===== src/rtl/ins_pkg.sv =====
// Shared opcode, condition-code and sequencer state definitions for s_proc_v1.
// Used by ins_seq and by the instruction decoder.
package ins_pkg;

    localparam logic [3:0] OP_LOAD  = 4'b0000;
    localparam logic [3:0] OP_AND   = 4'b0001;
    localparam logic [3:0] OP_ADD   = 4'b0100;
    localparam logic [3:0] OP_SUB   = 4'b0110;
    localparam logic [3:0] OP_INP   = 4'b1010;
    localparam logic [3:0] OP_OUTP  = 4'b1110;
    localparam logic [3:0] OP_JUMP  = 4'b1000;
    localparam logic [3:0] OP_JCOND = 4'b1001;

    localparam logic [1:0] CC_Z  = 2'b00;
    localparam logic [1:0] CC_NZ = 2'b01;
    localparam logic [1:0] CC_C  = 2'b10;
    localparam logic [1:0] CC_NC = 2'b11;

    typedef enum logic [1:0] {
        FETCH_OP,
        FETCH_ARG,
        DECODE,
        EXECUTE
    } state_t;

    function automatic logic is_io_op(input logic [7:0] op);
        return (op[7:4] == OP_INP) || (op[7:4] == OP_OUTP);
    endfunction

endpackage


===== src/rtl/ins_seq_br_cond.sv =====
// Branch condition evaluation: take=1 for jump, or conditional jump whose
// Z/NZ/C/NC condition holds.
module br_cond
    import ins_pkg::*;
(
    input  logic [7:0] ir,
    input  logic       zero_flag,
    input  logic       carry_flag,
    output logic       take
);

    logic unused_ir_lsb;
    assign unused_ir_lsb = ^ir[1:0];

    always_comb begin
        take = 1'b0;
        case (ir[7:4])
            OP_JUMP:  take = 1'b1;
            OP_JCOND: begin
                case (ir[3:2])
                    CC_Z:    take = zero_flag;
                    CC_NZ:   take = ~zero_flag;
                    CC_C:    take = carry_flag;
                    CC_NC:   take = ~carry_flag;
                    default: take = 1'b0;
                endcase
            end
            default:  take = 1'b0;
        endcase
    end

endmodule


===== src/rtl/ins_seq.sv =====
// Instruction sequencer: two-byte fetch over req/ack, decode/execute strobes, PC
// with jump redirection. Define INS_SEQ_IO_WAIT_EN to hold EXECUTE on inp/outp until io_ack.
module ins_seq
    import ins_pkg::*;
#(
    parameter int unsigned PC_W = 8
)
(
    input  logic            clk,
    input  logic            rst_n,
    output logic            mem_req,
    output logic [PC_W-1:0] mem_addr,
    input  logic            mem_ack,
    input  logic [7:0]      mem_rdata,
    input  logic            zero_flag,
    input  logic            carry_flag,
    input  logic            io_ack,
    output logic [7:0]      ir,
    output logic [7:0]      operand,
    output logic [PC_W-1:0] pc,
    output logic            decode,
    output logic            execute
);

    state_t          state;
    logic            take;
    logic            exec_done;
    logic [PC_W-1:0] target;

    br_cond u_br_cond (
        .ir         (ir),
        .zero_flag  (zero_flag),
        .carry_flag (carry_flag),
        .take       (take)
    );

    generate
        if (PC_W > 8) begin : g_tgt_wide
            assign target = {{(PC_W-8){1'b0}}, operand};
        end else begin : g_tgt_narrow
            assign target = operand[PC_W-1:0];
        end
    endgenerate

`ifdef INS_SEQ_IO_WAIT_EN
    assign exec_done = ~is_io_op(ir) | io_ack;
`else
    logic unused_io_ack;
    assign unused_io_ack = io_ack;
    assign exec_done     = 1'b1;
`endif

    // Request is gated by rst_n so it is low while reset is held, yet rises in
    // the very first cycle reset is released.
    assign mem_req  = rst_n && ((state == FETCH_OP) || (state == FETCH_ARG));
    assign mem_addr = pc;
    assign decode   = (state == DECODE);
    assign execute  = (state == EXECUTE);

    always_ff @(posedge clk) begin
        if (!rst_n) begin
            state   <= FETCH_OP;
            pc      <= '0;
            ir      <= '0;
            operand <= '0;
        end else begin
            case (state)
                FETCH_OP: begin
                    if (mem_ack) begin
                        ir    <= mem_rdata;
                        pc    <= pc + PC_W'(1);
                        state <= FETCH_ARG;
                    end
                end
                FETCH_ARG: begin
                    if (mem_ack) begin
                        operand <= mem_rdata;
                        pc      <= pc + PC_W'(1);
                        state   <= DECODE;
                    end
                end
                DECODE: state <= EXECUTE;
                EXECUTE: begin
                    if (exec_done) begin
                        if (take) pc <= target;
                        state <= FETCH_OP;
                    end
                end
                default: state <= FETCH_OP;
            endcase
        end
    end

endmodule


===== config.mk =====
export PLATFORM = sky130hd
export DESIGN_NAME = ins_seq
export DESIGN_NICKNAME = d
export VERILOG_FILES = /design/src/rtl/ins_pkg.sv /design/src/rtl/ins_seq_br_cond.sv /design/src/rtl/ins_seq.sv
export SDC_FILE = /design/constraint.sdc
export NUM_CORES = 1
export LEC_CHECK = 0
export CAP_MARGIN = 20
export CORE_MARGIN = 2
export CORE_UTILIZATION = 38
export DETAILED_ROUTE_END_ITERATION = 6
export PLACE_DENSITY = 0.77
export SETUP_SLACK_MARGIN = 0.02
export SYNTH_ARGS = -nofsm -noshare
export SYNTH_HDL_FRONTEND = slang
export SYNTH_SLANG_ARGS = --single-unit

===== constraint.sdc =====
create_clock -name clk -period 3 [get_ports clk]
set_input_delay 0.6 -clock clk [delete_from_list [all_inputs] [get_ports clk]]
set_output_delay 0.6 -clock clk [all_outputs]
set_load 0.01 [all_outputs]

After elaboration in Yosys (flattened, before gate mapping)
Index checks and enable logic that the tools add are counted.
- add/sub/neg operators: 1
- multipliers: 0
- div/mod/pow operators: 0
- $lt $le $gt $ge: 0
- equal/unequal tests: 12
- shift-type cells: 0
- mux-type cells: 8
- bitwise gates (word level): 2
- reduce and logical (&&, ||, !) cells: 10
- operators by type and width (cell ; count):
    8-bit two-way mux ; 2
    8-bit one-hot mux with 2 select lines ; 1
    8-bit by 1-bit adder with 8-bit output, second input constant ; 1
    2-bit == test, second input constant ; 4
    4-bit == test, second input constant ; 2
    2-bit one-hot mux with 4 select lines ; 1
    2-bit AND reduction ; 3
    2-bit by 1-bit == test with 1-bit output, second input constant ; 2
    2-bit logical NOT ; 2
    2-bit two-way mux ; 2
    2-bit by 1-bit != test with 1-bit output, second input constant ; 2
    2-bit != test, second input constant ; 2
    1-bit one-hot mux with 4 select lines ; 1
    3-bit AND reduction ; 1
    1-bit inverter ; 2
    1-bit one-hot mux with 2 select lines ; 1
    2-bit nonzero test ; 1
    2-bit OR reduction ; 1
    1-bit logical AND ; 1
    1-bit logical OR ; 1
- register bits after elaboration: 26
- latch bits: 0
- memory bits (writable): 0
- ROM bits: 0
- input bits: 14
- output and inout port bits: 35
- logic and storage cells: 37
- memories: 0

Longest topological paths before layout
- depth in word-level cells: 5
- gate-level depth with buffers: 7
- mapped depth without buffers: 6

By module
Synthesis repeated with hierarchy kept, for this count alone.
- cells, all modules: 165
- area, all modules: 1392.6 µm²
- modules (own cells, without submodules) (module ; times used ; cells an instance ; area an instance (µm²) ; seq. area each (µm²)):
    ins_seq ; 1 ; 160 ; 1361.3 ; 520.5
    br_cond ; 1 ; 5 ; 31.3 ; 0.0

Worst setup path before layout
OpenSTA, ideal clock, no wires.
- path type: reg-to-reg
- start point: reg state[0]
- end point: reg pc[2] (netlist: mem_addr[2])
- library setup time: 134 ps
- arrival: 1657 ps
- required time: 2866 ps
- setup slack: 1208 ps
- cell stages (with the launch flop): 8
- path buffers: 1
- clock period less this slack: 1792 ps
- path through: dfxtp_1 -> inv_1 -> ha_1 -> o21ba_2 -> a211o_1 -> buf_6 -> o311ai_0 -> o31ai_1
- longest elaborated chain between the ends: 4
- elaborated cells between the ends (all ways): 9
- classes of those cells: eq/ne: 4; mux: 1; reduce/logical: 4
- RTL lines (element ; RTL line ; text):
    start: declaration ; ins_seq.sv:25 ; state_t state;
    start signal: assignment ; ins_seq.sv:62 ; state <= FETCH_OP;
    start signal: assignment ; ins_seq.sv:72 ; state <= FETCH_ARG;
    start signal: assignment ; ins_seq.sv:79 ; state <= DECODE;
    2-bit by 1-bit == test with 1-bit output / 2-bit logical NOT (equally long branches) ; ins_seq.sv:67 ; case (state)
    2-bit OR reduction (no source line) ; n/a ;
    2-bit by 1-bit != test with 1-bit output (no source line) / 2-bit nonzero test (equally long branches) ; n/a ;
    3-bit AND reduction (no source line) ; n/a ;
    end signal: assignment ; ins_seq.sv:71 ; pc <= pc + PC_W'(1);
    end signal: assignment ; ins_seq.sv:78 ; pc <= pc + PC_W'(1);
    end signal: assignment ; ins_seq.sv:85 ; if (take) pc <= target;
    end: declaration ; ins_seq.sv:20 ; output logic [PC_W-1:0] pc,
Several ways; a longest one is shown, not always the timed one.
A chain may end at the register's enable or synchronous reset.

Worst setup path after layout
- start point: reg state[0]
- end point: out mem_req
- longest elaborated chain between the ends: 3
- elaborated cells between the ends (all ways): 4
- classes of those cells: eq/ne: 1; reduce/logical: 3
- RTL lines (element ; RTL line ; text):
    2-bit by 1-bit == test with 1-bit output / 2-bit logical NOT (equally long branches) ; ins_seq.sv:55 ; assign mem_req = rst_n && ((state == FETCH_OP) || (state == FETCH_ARG));
    1-bit logical OR (*) ; ins_seq.sv:55 ;
    1-bit logical AND (*) ; ins_seq.sv:55 ;
    end: declaration ; ins_seq.sv:11 ; output logic mem_req,
Mark *: on every way between the ends. The rest lies on a longest branch, timed or not.

==> metrics.md <==
| Metric | Value |
|---|---|
| Port Buf Inserts | between 40 and 50 |
| CTS H-tree depth | 1 |
| TritonCTS Buffers | 3 |
| Worst-margin pin slew | 413 ps |
| Vias in the first global route | 1151 |
| CTS Buffer Depth | 2 |
| Dpl cells | 244 |
| Ys Warns | 0 |
| First-iteration detailed-routing DRC count | 54 |
| Clk sinks | 26 |
| Seq/Total Area, Yosys | around two fifths |
| WL final | approximately 3200 um |
| Final Setup Violations | 0 |
| Drt wl/cell | around 13 um |
| Hold bufs inserted after CTS | 0 |
| Pleak | around 0.61 nW |
| Overall Global Routing Usage | between 10% and 20% |
| Remaining DRCs | 0 |
| Cell count after synthesis | approximately 170 |
| Worst slew margin | between 70 and 80% |
| Logic pwr share | between 40% and 50% |
| Min Hold Slack | roughly 470 ps |
| Maximum clock rate | about 0.40 GHz |
| Synth Area in Compound Gates | 21.7% |
| Total number of vias | between 1000 and 1500 |
| Clock Latency Late Sink | ~320 ps |
| Ports | between 40 and 50 |
| Pint | a little over 0.0007 W |
| Syn Nets | approximately 190 |
| Post-synth ARST share | 0% |
| Adder-cell share of the synthesized area | roughly 4.7% |
| Setup TNS | 0 ps |
| Initial Utilization | between 30% and 40% |
| Switch share | between 30% and 40% |
| Post-Synthesis Cell Area | ~1300 um^2 |
| Clock power share | between 10 and 15% |
| Crit path required time | between 2000 and 2500 ps |
| Min Clock Period, post-route | around 2500 ps |
| Routed wl met2 | 1390 um |
| Root buffer cell | clkbuf_4 |
| Mux share of post-synthesis cell area | 2.99% |
| Largest net degree at the start of global routing | 25 |
| Distinct cells, synth | 31 |
| Pins Over Slew Limit | 0 |
| Synth Area in XOR/XNOR | 0% |
| Worst setup SP type | flop |
| Grt ovf | 0 |
| CP endpoint kind | output pin |
| Vias/cell | 5.27 |
| Simple-Gate Fraction of Synth Area | between 20% and 30% |
| Die Wd | 63.4 um |
| TritonRoute pass-1 iters | 4 |
| Psw | about 0.00047 W |
| Core Area | approximately 3400 um^2 |
| Fraction of layout cells with a size suffix above 1 | roughly 4.5% |
| Worst Skew | roughly 4.7 ps |
| Placed wire-length estimate | 2300 um |
| Ant diodes | 0 |
| GPL Wtd Cong | slightly above 0.8 |
| Syn avg cell area | 8.02 um^2 |
| Crit path kind | flop to output pin |
| Status | completed |
| #FFs+latches synth | 26 |
| Largest family of logic cells by synthesized area | simple AND/OR/NAND/NOR gates |
| Final ANT Viol Nets | 0 |
| FP Rows | 21 |
| M1 wire length | between 1500 and 2000 um |
| Seq pwr share | ~39% |
| Top sig layer | met4 |
| Synth-to-layout area growth | 35.2% |
| Period utilization | a little over four fifths |
| VDD IR max | roughly 0.00054 V |
| Post-CTS Resized | 0 |
| Die area | 4010 um^2 |
| Final nets | 222 |
| RSZ-0062 raised after global routing | false |
| Maxcap violations | 0 |
| Finished Core Util | between 50% and 60% |
| First-pass GRT wire length | 5290 um |
| Worst Path Arrival | between 1500 and 2000 ps |
| Number of synthesized flops with an enable pin | 0 |
| TritonCTS clock tree | done |
| Crit Path Max Fanout | 12 |
| Worst hold path type | flop to flop |
| Power Dens Cells | between 600 and 700 nW/um^2 |
| Most frequent cells in the layout | 47 x clkdlybuf4s50_1, 26 x dfxtp_1, 25 x nand2_1 |
| Chip Height | approximately 63 um |
| Antenna violations before repair | 0 |
| Clock transition at path regs | 140 ps |
| Most used DFF post-synth | dfxtp_1 |
| Detail Route met3 WL | about 230 um |
| Finished Layout Cells | around 250 |
| Post-CTS Setup Repair Bufs | 0 |
| Final hold violation count | 0 |
| Commonest non-fill, non-tap cell in the layout | clkdlybuf4s50_1 |
## per-stage QoR
step / cell area (um^2) / power (W) / worst slack, ps
after floorplan: 1340 / 0.000856 / 1210
after global placement: 1790 / 0.00106 / 574
after detailed placement: 1790 / 0.00106 / 593
after CTS: 1810 / 0.00121 / 463
after global routing: 1810 / 0.00129 / 349
final: 1810 / 0.00120 / 479
## worst paths after layout
path | start | cells past startpoint | endpoint | slack, ps
worst max-delay path | state[0] | 5 | mem_req | 480
worst min-delay path | ir[1] | 2 | ir[1] | 470
worst max register to register | state[1] | 6 | mem_addr[7] | 740
worst min register to register | ir[1] | 2 | ir[1] | 470
## registers in the layout, indices dropped and copies added (netlist names)
| name | count |
|---|---|
| state | 2 |
| operand | 8 |
| mem_addr | 8 |
| ir | 8 |
## final cells by class
cell class	instances	area [um^2]
well taps	46	57.6
inverters	3	11.3
repair buffers	52	508
clock buffers	3	22.5
flip-flops and latches	26	520
multi-input cells	117	691
fillers	328	1550
## cell usage after synthesis, types with 3 or more instances
| cell | instances | share of area, % |
|---|---|---|
| a21oi_1 | 20 | 7.5 |
| a31oi_1 | 3 | 1.4 |
| buf_4 | 8 | 4.5 |
| clkbuf_1 | 12 | 3.4 |
| dfxtp_1 | 26 | 39 |
| ha_1 | 5 | 4.7 |
| inv_1 | 3 | 0.84 |
| mux2i_1 | 4 | 3.0 |
| nand2_1 | 25 | 7.0 |
| nand3_1 | 19 | 7.1 |
| nor2_1 | 7 | 2.0 |
| o21ai_0 | 4 | 1.5 |
| o311ai_0 | 6 | 3.9 |
| o31ai_1 | 6 | 3.4 |
| or3_1 | 3 | 1.4 |
## kinds of logic after synthesis
logic type,Yosys count
AO/OA/AOI/OAI,45
flip-flops,26
multiplexers,4
adder cells (fa/ha/maj),5
AND/OR/NAND/NOR,63
buffers and inverters,24
## power by group through the flow
stage | clock [W] | sequential [W] | combinational, W
final | 0.000148 | 0.000472 | 0.000580
after global routing | 0.000167 | 0.000486 | 0.000640
after CTS | 0.000154 | 0.000474 | 0.000581
after detailed placement | 0 | 0.000481 | 0.000578
after global placement | 0 | 0.000480 | 0.000576
after floorplan | 0 | 0.000493 | 0.000363
## worst max-delay path, cell delays in order (launching register included)
cell	delay [ps]
dfxtp_1	350
inv_1	100
ha_1	420
nor2_1	90
nor2_1	100
clkdlybuf4s50_1	540
## routing by layer
layer | GRT usage (%) | vias up
met2 | 25.4 | 51
li1 | - | 663
met3 | 3.04 | 5
met5 | 0 | -
met1 | 21.7 | 582
met4 | 5.71 | 0
Note: power is estimated with default switching activity, not from simulation.
